**config.mk**
```make
export PLATFORM = sky130hd
export DESIGN_NAME = ahbl_rom_rd_dma
export DESIGN_NICKNAME = d
export VERILOG_FILES = /design/src/rtl/ahbl_pkg.sv /design/src/rtl/sync_fifo.sv /design/src/rtl/ahbl_rom_rd_dma.sv
export SDC_FILE = /design/constraint.sdc
export NUM_CORES = 1
export LEC_CHECK = 0
export BUFFER_PORTS_ARGS = -buffer_cell sky130_fd_sc_hd__buf_2
export CAP_MARGIN = 20
export CORE_ASPECT_RATIO = 1.75
export CORE_UTILIZATION = 45
export CTS_CLUSTER_DIAMETER = 40
export DETAILED_ROUTE_END_ITERATION = 8
export MAX_ROUTING_LAYER = met4
export PLACE_DENSITY = 0.68
export SLEW_MARGIN = 20
export SYNTH_ARGS = -nofsm -noshare
export SYNTH_HDL_FRONTEND = slang
export SYNTH_SLANG_ARGS = --single-unit
```
**constraint.sdc**
```tcl
create_clock -name HCLK -period 5.52 [get_ports HCLK]
set_clock_uncertainty 0.1 [all_clocks]
set_input_delay 0.552 -clock HCLK [delete_from_list [all_inputs] [get_ports HCLK]]
set_output_delay 0.552 -clock HCLK [all_outputs]
set_load 0.005 [all_outputs]
```
**src/rtl/ahbl_pkg.sv**
```systemverilog
// Shared AHB-Lite encodings and the read-DMA FSM state type.
package ahbl_pkg;

   localparam logic [1:0] HTRANS_IDLE   = 2'b00;
   localparam logic [1:0] HTRANS_NONSEQ = 2'b10;
   localparam logic [1:0] HTRANS_SEQ    = 2'b11;

   localparam logic [2:0] HSIZE_WORD    = 3'b010;
   localparam logic [2:0] HBURST_INCR   = 3'b001;

   localparam logic       HRESP_OKAY    = 1'b0;
   localparam logic       HRESP_ERROR   = 1'b1;

   typedef enum logic [1:0] {
      StIdle,
      StRun,
      StErr
   } rd_dma_state_e;

endpackage

```
**src/rtl/sync_fifo.sv**
```systemverilog
// Single-clock FIFO with occupancy count; DEPTH must be a power of two.
module sync_fifo #(
   parameter int unsigned WIDTH = 32,
   parameter int unsigned DEPTH = 4
) (
   input  logic                     clk,
   input  logic                     rst,
   input  logic                     push,
   input  logic                     pop,
   input  logic [WIDTH-1:0]         wdata,
   output logic [WIDTH-1:0]         rdata,
   output logic                     full,
   output logic                     empty,
   output logic [$clog2(DEPTH):0]   count
);
   localparam int unsigned AW       = $clog2(DEPTH);
   localparam logic [AW:0] FULL_CNT = (AW+1)'(DEPTH);

   logic [WIDTH-1:0] mem_q [DEPTH];
   logic [AW-1:0]    wr_ptr_q, rd_ptr_q;
   logic [AW:0]      count_q;
   logic             do_push, do_pop;

   assign full    = (count_q == FULL_CNT);
   assign empty   = (count_q == '0);
   assign count   = count_q;
   assign do_push = push & ~full;
   assign do_pop  = pop & ~empty;
   // Head reads as zero when empty so stale words never leak after reset.
   assign rdata   = empty ? '0 : mem_q[rd_ptr_q];

   always_ff @(posedge clk) begin
      if (do_push) mem_q[wr_ptr_q] <= wdata;
   end

   always_ff @(posedge clk or posedge rst) begin
      if (rst) begin
         wr_ptr_q <= '0;
         rd_ptr_q <= '0;
         count_q  <= '0;
      end else begin
         if (do_push) wr_ptr_q <= wr_ptr_q + AW'(1);
         if (do_pop)  rd_ptr_q <= rd_ptr_q + AW'(1);
         case ({do_push, do_pop})
            2'b10:   count_q <= count_q + (AW+1)'(1);
            2'b01:   count_q <= count_q - (AW+1)'(1);
            default: count_q <= count_q;
         endcase
      end
   end

endmodule

```
**src/rtl/ahbl_rom_rd_dma.sv**
```systemverilog
// AHB-Lite word-read master: pipelined INCR reads from src_addr into a FIFO exposed as a
// valid/ready stream. FIFO space is reserved at address issue so data phases never stall.
module ahbl_rom_rd_dma
   import ahbl_pkg::*;
#(
   parameter int unsigned FIFO_DEPTH = 4,
   parameter int unsigned CNT_W      = 16
) (
   input  logic             HCLK,
   input  logic             HRESET,
   input  logic             start,
   input  logic [31:0]      src_addr,
   input  logic [CNT_W-1:0] count,
   output logic             busy,
   output logic             done,
   output logic             err,
   output logic [31:0]      HADDR,
   output logic [1:0]       HTRANS,
   output logic [2:0]       HSIZE,
   output logic [2:0]       HBURST,
   output logic             HWRITE,
   input  logic             HREADY,
   input  logic             HRESP,
   input  logic [31:0]      HRDATA,
   output logic [31:0]      m_tdata,
   output logic             m_tvalid,
   input  logic             m_tready
);
   localparam int unsigned CW = $clog2(FIFO_DEPTH) + 1;

   rd_dma_state_e    state_q, state_d;
   logic [31:0]      addr_q, addr_d;
   logic [CNT_W-1:0] left_q, left_d;
   logic [31:0]      haddr_q, haddr_d;
   logic [1:0]       htrans_q, htrans_d;
   logic             inflight_q, inflight_d;
   logic             done_q, done_d;
   logic             err_q, err_d;

   logic             push, pop, fifo_full, fifo_empty, space_ok;
   logic [CW-1:0]    fifo_count;
   logic [CW:0]      fifo_next;

   assign push      = inflight_q & HREADY & (HRESP == HRESP_OKAY) & ~fifo_full;
   assign pop       = ~fifo_empty & m_tready;
   assign fifo_next = {1'b0, fifo_count} + {{CW{1'b0}}, push} - {{CW{1'b0}}, pop};

   sync_fifo #(
      .WIDTH (32),
      .DEPTH (FIFO_DEPTH)
   ) u_fifo (
      .clk   (HCLK),
      .rst   (HRESET),
      .push  (push),
      .pop   (pop),
      .wdata (HRDATA),
      .rdata (m_tdata),
      .full  (fifo_full),
      .empty (fifo_empty),
      .count (fifo_count)
   );

   always_comb begin
      state_d    = state_q;
      addr_d     = addr_q;
      left_d     = left_q;
      haddr_d    = haddr_q;
      htrans_d   = htrans_q;
      inflight_d = inflight_q;
      done_d     = 1'b0;
      err_d      = err_q;
      space_ok   = 1'b0;

      unique case (state_q)
         StIdle: begin
            if (start) begin
               err_d = 1'b0;
               if (count == '0) begin
                  done_d = 1'b1;
               end else begin
                  state_d = StRun;
                  addr_d  = src_addr & 32'hFFFF_FFFC;
                  left_d  = count;
               end
            end
         end
         StRun: begin
            if (inflight_q && (HRESP == HRESP_ERROR)) begin
               // First error cycle: withdraw the pipelined address phase.
               htrans_d = HTRANS_IDLE;
               if (HREADY) begin
                  state_d    = StIdle;
                  err_d      = 1'b1;
                  done_d     = 1'b1;
                  inflight_d = 1'b0;
               end else begin
                  state_d = StErr;
               end
            end else if (push && (left_q == '0) && (htrans_q == HTRANS_IDLE)) begin
               state_d    = StIdle;
               done_d     = 1'b1;
               inflight_d = 1'b0;
            end
         end
         StErr: begin
            htrans_d = HTRANS_IDLE;
            if (HREADY) begin
               state_d    = StIdle;
               err_d      = 1'b1;
               done_d     = 1'b1;
               inflight_d = 1'b0;
            end
         end
         default: state_d = StIdle;
      endcase

      // Bus outputs advance only on edges where the slave is ready.
      if (HREADY && (state_d == StRun)) begin
         inflight_d = (htrans_q != HTRANS_IDLE);
         space_ok   = (fifo_next + {{CW{1'b0}}, inflight_d} + (CW+1)'(1))
                      <= (CW+1)'(FIFO_DEPTH);
         if ((left_d != '0) && space_ok) begin
            htrans_d = ((htrans_q == HTRANS_IDLE) || (addr_d[9:0] == 10'd0)) ?
                       HTRANS_NONSEQ : HTRANS_SEQ;
            haddr_d  = addr_d;
            addr_d   = addr_d + 32'd4;
            left_d   = left_d - CNT_W'(1);
         end else begin
            htrans_d = HTRANS_IDLE;
         end
      end
   end

   always_ff @(posedge HCLK or posedge HRESET) begin
      if (HRESET) begin
         state_q    <= StIdle;
         addr_q     <= '0;
         left_q     <= '0;
         haddr_q    <= '0;
         htrans_q   <= HTRANS_IDLE;
         inflight_q <= 1'b0;
         done_q     <= 1'b0;
         err_q      <= 1'b0;
      end else begin
         state_q    <= state_d;
         addr_q     <= addr_d;
         left_q     <= left_d;
         haddr_q    <= haddr_d;
         htrans_q   <= htrans_d;
         inflight_q <= inflight_d;
         done_q     <= done_d;
         err_q      <= err_d;
      end
   end

   assign busy     = (state_q != StIdle);
   assign done     = done_q;
   assign err      = err_q;
   assign HADDR    = haddr_q;
   assign HTRANS   = htrans_q;
   assign HSIZE    = HSIZE_WORD;
   assign HBURST   = HBURST_INCR;
   assign HWRITE   = 1'b0;
   assign m_tvalid = ~fifo_empty;

endmodule

```
==> summary.txt, run 1 <==
Synthesis
  – Seq/Total Area, Yosys: 59.45%
  – Top_reg_cell synth: edfxtp_1
  – Cells after Synth: about 790
  – Mapped cell area: 10420 um^2
  – Distinct cells, synth: between 50 and 60
  – Mean area per synthesized cell: 13.18 um^2
  – Yosys warns: 0
  – Async set-or-reset flop fraction in the synthesized netlist: a little over two fifths
  – Post-synthesis register bit count: about 220
  – EDFF count, synth: about 130

Clock tree
  – Clock sink total: 222
  – CTS H-tree depth: 1
  – Clk buf depth: 3
  – Clock root cell: clkbuf_16
  – CTS buffer count: 24
  – Post-CTS Setup Inserts: 0
  – Clock transition time at the flip-flop clock pins of the worst setup and hold paths: about 60 ps
  – Later-pin clock latency in the skew report: roughly 510 ps
  – TritonCTS clock tree: done

Timing
  – Setup violators final: 0
  – Max-slew violation count: 0
  – Fin. Hold Viols: 0
  – Worst Hold Slack: 159.8 ps
  – Worst slew margin: around half
  – Minimum clock period: 4357 ps
  – RSZ-0062 raised after global routing: false
  – Post-route setup TNS: 0 ps
  – Final worst path period share: between 70 and 80%
  – Max Clk Rate: between 200 and 250 MHz
  – Worst slew pin tran: ~740 ps

Die
  – Io pins: approximately 160
  – Initial core utilization: a little under half
  – Core area: 22740 um^2
  – Die Ht: approximately 200 um
  – Core Rows: between 70 and 80
  – Die Area: ~24000 um^2
  – Die width: 117.0 um

GRT
  – First-pass GRT wire length: 35980 um
  – Initial antenna violation count: 5
  – GR Util All Layers: approximately 20%
  – Largest net degree at the start of global routing: 80
  – Grt total ovfl: 0
  – Vias in the first global route: between 7000 and 8000

Critical path
  – CP Class: reg2reg
  – Critical-path cell list: or3_1 -> nand2_1 -> inv_1 -> fa_1 -> inv_1 -> ha_1 -> fa_1 -> nor2_1 -> o21ai_0 -> o2bb2ai_1 -> a31oi_1 -> and4_4 -> buf_4 -> nand4_1 -> xnor2_1 -> mux2_2
  – CP Buf/Inv Count: 3
  – CP max stage cell: fa_1
  – CP Capture Type: register
  – WP data arrival: between 4000 and 5000 ps
  – CP required: 5810 ps
  – Crit start category: register
  – Setup slack, reg-to-reg: ~1200 ps
  – Crit-path max FO: 32
  – Critical path's largest stage delay: ~510 ps
  – Crit-path leading delay family: simple AND/OR/NAND/NOR gates

Min path
  – Min-Delay Path Class: in2reg

Detailed routing
  – Pre-Repair DR Iteration Count: 4
  – Routed Antenna Nets: 0
  – Routed WL per cell: roughly 18 um
  – Starting DRT DRC Count: roughly 260
  – Drt via density: about 5.4
  – Residual DRC count: 0
  – Final wirelength: approximately 23000 um
  – Via count: 6811

Finish
  – Layout cells sized above 1: a little over a quarter
  – Synth-to-layout area growth: 18.57%
  – Final #Nets: about 1100

Power
  – Pwr dens: 511.3 nW/um^2
  – Peak supply drop: around 0.42 mV
  – Static Leak: about 5 nW
  – Total Power: between 6 and 7 mW

Placement
  – PortBufs: approximately 150
  – RePlAce Congestion: roughly 0.9
  – Post-DP HPWL: around 16000 um

Flow run
  – Max-Cap Viols: 0

Status
  – Status: completed
## layout by cell type, fill, tap and decap left out, types with 4 or more instances in the layout
cell	n
nor2_1	30
buf_4	14
ha_1	16
xnor2_1	32
nor4_2	4
nand4_1	23
clkinv_2	5
edfxtp_1	128
buf_2	153
inv_1	18
and3_1	12
nand2_1	74
and2_1	43
mux2i_1	46
a31oi_1	16
and4_1	4
nor4_1	6
nor3_1	21
diode_2	5
xor2_1	30
mux4_2	32
clkbuf_16	25
conb_1	7
o21ai_0	35
dfrtp_1	93
or3_1	5
mux2_2	4
nand3_1	19
a21oi_1	10
## routing by layer
layer | global-route usage, % | up-vias | part of all wire, %
met5 | - | - | 0
li1 | - | 3229 | -
met1 | 21.25 | 3353 | 37
met4 | 7.369 | 0 | 3.4
met3 | 3.210 | 51 | 4.7
met2 | 37.21 | 178 | 55
## cell families (layout without fill, tap and decap cells)
family / count (synthesis) / after routing / share of synthesized area [%]
AND/OR/NAND/NOR: 262 / 262 / 13.51
flip-flops: 222 / 222 / 59.45
multiplexers: 82 / 82 / 11.76
AO/OA/AOI/OAI: 79 / 79 / 4.682
buffers and inverters: 63 / 232 / 2.821
XOR/XNOR: 62 / 62 / 5.210
adder cells (fa/ha/maj): 19 / 19 / 2.497
other: 2 / 12 / 0.07206
## worst paths after layout
| kind | from | to | depth (start not counted) |
|---|---|---|---|
| setup / recovery | u_fifo.count[2] | addr_q[22] | 16 |
| hold / removal | HRDATA[22] | u_fifo.mem_q[2][22] | 1 |
| setup reg to reg | u_fifo.count[2] | addr_q[22] | 16 |
| hold reg to reg | HADDR[2] | HADDR[2] | 2 |
| max in group asynchronous | HRESET | HADDR[17] | 4 |
| min in group asynchronous | HRESET | left_q[8] | 3 |
## registers in the layout (all words and copies together) (netlist names), 2 cells and up
register / cells
u_fifo.mem_q: 128
state_q: 2
u_fifo.rd_ptr_q: 2
HTRANS: 2
addr_q: 32
HADDR: 32
u_fifo.count: 3
u_fifo.wr_ptr_q: 2
left_q: 16
## synthesized netlist by cell type (2+ instances only)
cell type | instances | area, um^2
a21oi_1 | 10 | 50.05
a31oi_1 | 16 | 100.1
a41oi_1 | 2 | 17.52
and2_1 | 43 | 269.0
and3_1 | 12 | 75.07
and4_1 | 4 | 35.03
buf_1 | 4 | 15.01
buf_2 | 13 | 65.06
buf_4 | 7 | 52.55
buf_6 | 2 | 22.52
clkbuf_1 | 17 | 63.81
conb_1 | 2 | 7.510
dfrtp_1 | 94 | 2352
edfxtp_1 | 128 | 3844
fa_1 | 3 | 60.06
ha_1 | 16 | 200.2
inv_1 | 19 | 71.32
mux2_2 | 4 | 45.04
mux2i_1 | 46 | 460.4
mux4_2 | 32 | 720.7
nand2_1 | 74 | 277.8
nand2b_1 | 2 | 12.51
nand3_1 | 20 | 100.1
nand4_1 | 23 | 143.9
nand4b_1 | 2 | 17.52
nor2_1 | 30 | 112.6
nor2b_1 | 3 | 18.77
nor3_1 | 21 | 105.1
nor3b_1 | 3 | 22.52
nor4_1 | 6 | 37.54
nor4_2 | 4 | 50.05
o21a_1 | 2 | 15.01
o21ai_0 | 35 | 175.2
o31ai_1 | 3 | 22.52
or3_1 | 5 | 31.28
or4_1 | 3 | 22.52
xnor2_1 | 32 | 280.3
xor2_1 | 30 | 262.8
## power breakdown
part | internal (mW) | switching (mW) | total (mW) | leakage, nW
registers | 2.13 | 0.287 | 2.42 | 2.28
clock network | 0.991 | 0.680 | 1.67 | 0.414
logic | 1.04 | 1.18 | 2.23 | 2.18
## cell type report
type | instances | area [um^2]
clock inverters | 16 | 207.7
fillers | 1917 | 10390
diodes | 5 | 12.51
clock buffers | 27 | 633.1
inverters | 20 | 76.32
well taps | 300 | 375.4
multi-input cells | 511 | 3964
flip-flops and latches | 222 | 6197
repair buffers | 169 | 892.1
## what timing repair did
action	in CTS	in global routing
endpoints found under the hold margin	15	0
hold buffers	1	0
resized for setup	0	0
## per-stage QoR
stage | utilization (%) | cells | setup WS (ps) | instance area [um^2]
CTS | 54.27 | 1265 | 1138 | 12340
floorplan | - | 796 | 1660 | 10440
global placement | 50.53 | 1221 | 1145 | 11490
detailed placement | 50.53 | 1221 | 1109 | 11490
global route | 54.34 | 1270 | 826.0 | 12360
finish | 54.34 | 1270 | 1163 | 12360
No activity file was read; power rests on OpenSTA's default activity.
==> run 2, diff against run 1 <==
- clock period: 5.52 -> 4.6 ns (I/O delays scaled with it)
==> run 2 against run 1 <==
  * Via count grew 0.16%
  * Register-to-register slack got worse by 730 ps
  * Non-clock buffer count is 7 higher
  * Critical path depth did not move
  * Sequential cell count unchanged
  * Sequential power up 22%
  * Power up 18%
  * Maximum frequency increased by 4.4%
  * Final area is 0.19% lower
  * Wire length is 0.16% higher
  * Global-route usage grew 0.16 points
  * Final cell count increased by 0.39%
==> summary.txt, run 2 (synthesis gave the netlist of run 1 again) <==
Status
  – Status: completed

Timing
  – Setup violators final: 0 (unchanged)
  – Worst slew pin tran: 1022 ps (+278.0 ps)
  – Final worst path period share: 90.69% (+12 points)
  – Max-slew violation count: 0 (unchanged)
  – RSZ-0062 raised after global routing: false
  – Worst slew margin: 31.84% (-19 points)
  – Minimum clock period: 4172 ps (-185.1 ps)
  – Fin. Hold Viols: 0 (unchanged)
  – Max Clk Rate: 239.7 MHz (+4.4%)
  – Post-route setup TNS: 0 ps (unchanged)

Finish
  – Final #Nets: 1059 (+0.57%)
  – Util after Layout: 54.23% (-0.10 points)
  – Max FFs per register: 128 (unchanged)
  – Most common cell after layout, fill and taps aside: buf_2
  – Filler cell count: 1923 (+0.31%)
  – Synth-to-layout area growth: 18.34%
  – Reg with most FFs: u_fifo.mem_q
  – Most frequent cells in the layout: buf_2 (153), edfxtp_1 (128), dfrtp_1 (93), nand2_1 (74), mux2i_1 (46)
  – Area of the multi-input gates: 3969 um^2 (+0.13%)
  – Layout cells sized above 1: 27.22% (+0.17 points)
  – Final std cells w/o fill: 1275 (+0.39%)
  – FF/Latch Area: 6197 um^2 (unchanged)

Clock tree
  – Clock sink total: 222 (unchanged)
  – Clock root cell: clkbuf_16
  – Clock transition time at the flip-flop clock pins of the worst setup and hold paths: 60 ps (about the same)
  – CTS H-tree depth: 1 (unchanged)
  – Later-pin clock latency in the skew report: 510 ps (about the same)
  – CTS buffer count: 23 (-4.2%)
  – TritonCTS clock tree: done
  – Clk buf depth: 3 (unchanged)

Critical path
  – CP required: 4920 ps (-890 ps)
  – Crit-path max FO: 29 (-9.4%)
  – CP Class: reg2reg
  – Reg-to-Reg Start: u_fifo.count[2]
  – Crit start category: register
  – CP Capture Type: register
  – WP data arrival: 4500 ps (-150 ps)
  – Setup slack, reg-to-reg: 430 ps (-730 ps)
  – Reg2reg end: addr_q[26]
  – Reg2Reg Depth: 16 (unchanged)

Placement
  – Cells after DPL: 1226 (+0.41%)
  – PortBufs: 153 (unchanged)
  – RePlAce Congestion: 0.8688 (-1.7%)
  – Post-DP HPWL: 16250 um (-0.17%)

Detailed routing
  – Via count: 6822 (+0.16%)
  – Residual DRC count: 0 (unchanged)
  – Drt via density: 5.351 (-0.23%)
  – Routed WL per cell: 17.96 um (-0.24%)
  – Routed Antenna Nets: 0 (unchanged)
  – Starting DRT DRC Count: 293 (+12%)
  – Pre-Repair DR Iteration Count: 4 (unchanged)
  – Final wirelength: 22900 um (+0.16%)

GRT
  – GR Util All Layers: 20.38% (+0.16 points)
  – Largest net degree at the start of global routing: 47 (-41%)
  – Vias in the first global route: 7102 (+0.37%)
  – Grt total ovfl: 0 (unchanged)
  – First-pass GRT wire length: 36530 um (+1.5%)
  – Initial antenna violation count: 5 (unchanged)

Min path
  – Min-delay src: HRDATA[21]
  – Min-Delay Path Class: in2reg
  – Hold depth: 1 (unchanged)
  – Hold Path End: u_fifo.mem_q[1][21]

Die
  – Die Area: 23800 um^2 (unchanged)
  – Initial core utilization: 45.83% (unchanged)
  – Core Rows: 73 (unchanged)
  – Die Ht: 203.3 um (unchanged)
  – Core area: 22740 um^2 (unchanged)
  – Io pins: 163 (unchanged)
  – Die width: 117.0 um (unchanged)

Power
  – Static Leak: 4.856 nW (-0.38%)
  – Pwr dens: 605.7 nW/um^2 (+18%)
  – Peak supply drop: 0.3631 mV (-14%)

Flow run
  – Max-Cap Viols: 0 (unchanged)
run 2: cell types whose count changed in the layout (fill, tap and decap cells not counted), moves of 2 or more:
| cell | change |
|---|---|
| clkinvlp_2 | +2 |
| buf_4 | +7 |
| clkinv_8 | -2 |
| clkbuf_16 | -2 |
| inv_8 | -2 |
| clkinv_1 | +3 |
run 2: worst max-delay path, cell delays in order, from the launching register on:
cell and delay [ps]:
dfrtp_1 440, or3_1 410, nand2_1 140, inv_1 100
fa_1 510, inv_1 40, ha_1 190, fa_1 430
nor2_1 140, o21ai_0 90, o2bb2ai_1 130, a31oi_1 180
and4_4 370, buf_12 200, nand4_1 200, nor3_1 270
xnor2_1 140
run 2: worst max-delay path by stage:
stage                          startpoint    endpoint  slack, ps  cells after the start
final                     u_fifo.count[2]  addr_q[26]        430                     16
after global routing      u_fifo.count[2]  addr_q[26]        120                     16
after CTS                 u_fifo.count[2]  left_q[11]        240                     15
after detailed placement  u_fifo.count[2]  left_q[12]        260                     16
after global placement    u_fifo.count[2]  left_q[11]        340                     15
after floorplan                state_q[1]  addr_q[22]        740                     17
run 2: cell type report:
cell class	count	area share (%)
Sequential cell	222	50.24
Multi-Input combinational cell	511	32.18
Clock inverter	16	1.359
Inverter	20	0.6188
Clock buffer	25	4.727
Antenna cell	5	0.1014
Tap cell	300	3.043
Timing Repair Buffer	176	7.730
run 2: power by group:
group / switching, mW / total (mW) / internal (mW)
clock network: 0.760 / 1.85 / 1.09
logic: 1.37 / 2.66 / 1.29
registers: 0.402 / 2.96 / 2.56
run 2: metal layers:
layer	GRT usage (%)	up-vias	part of all wire (%)
li1	-	3231	-
met1	21.45	3357	37
met2	38.33	198	56
met3	3.447	36	5.2
met4	5.289	0	2.0
met5	-	-	0
run 2: what timing repair did:
item / CTS / global route
endpoints found under the hold margin: 25 / 0
setup endpoints to repair: 0 / 3
buffers inserted: 0 / 2
hold buffers: 1 / 0
gates resized for setup: 0 / 1
run 2: stage by stage:
stage | hold slack (ps) | worst slack [ps] | power (mW) | area (um^2)
2_1_floorplan | 360.5 | 740.2 | 4.777 | 10440
4_1_cts | 50.40 | 243.1 | 7.555 | 12300
3_3_place_gp | 360.9 | 335.9 | 5.647 | 11540
3_5_place_dp | 365.4 | 256.6 | 5.685 | 11540
6_report | 70.01 | 428.2 | 7.471 | 12330
5_1_grt | 62.98 | 123.2 | 8.021 | 12330
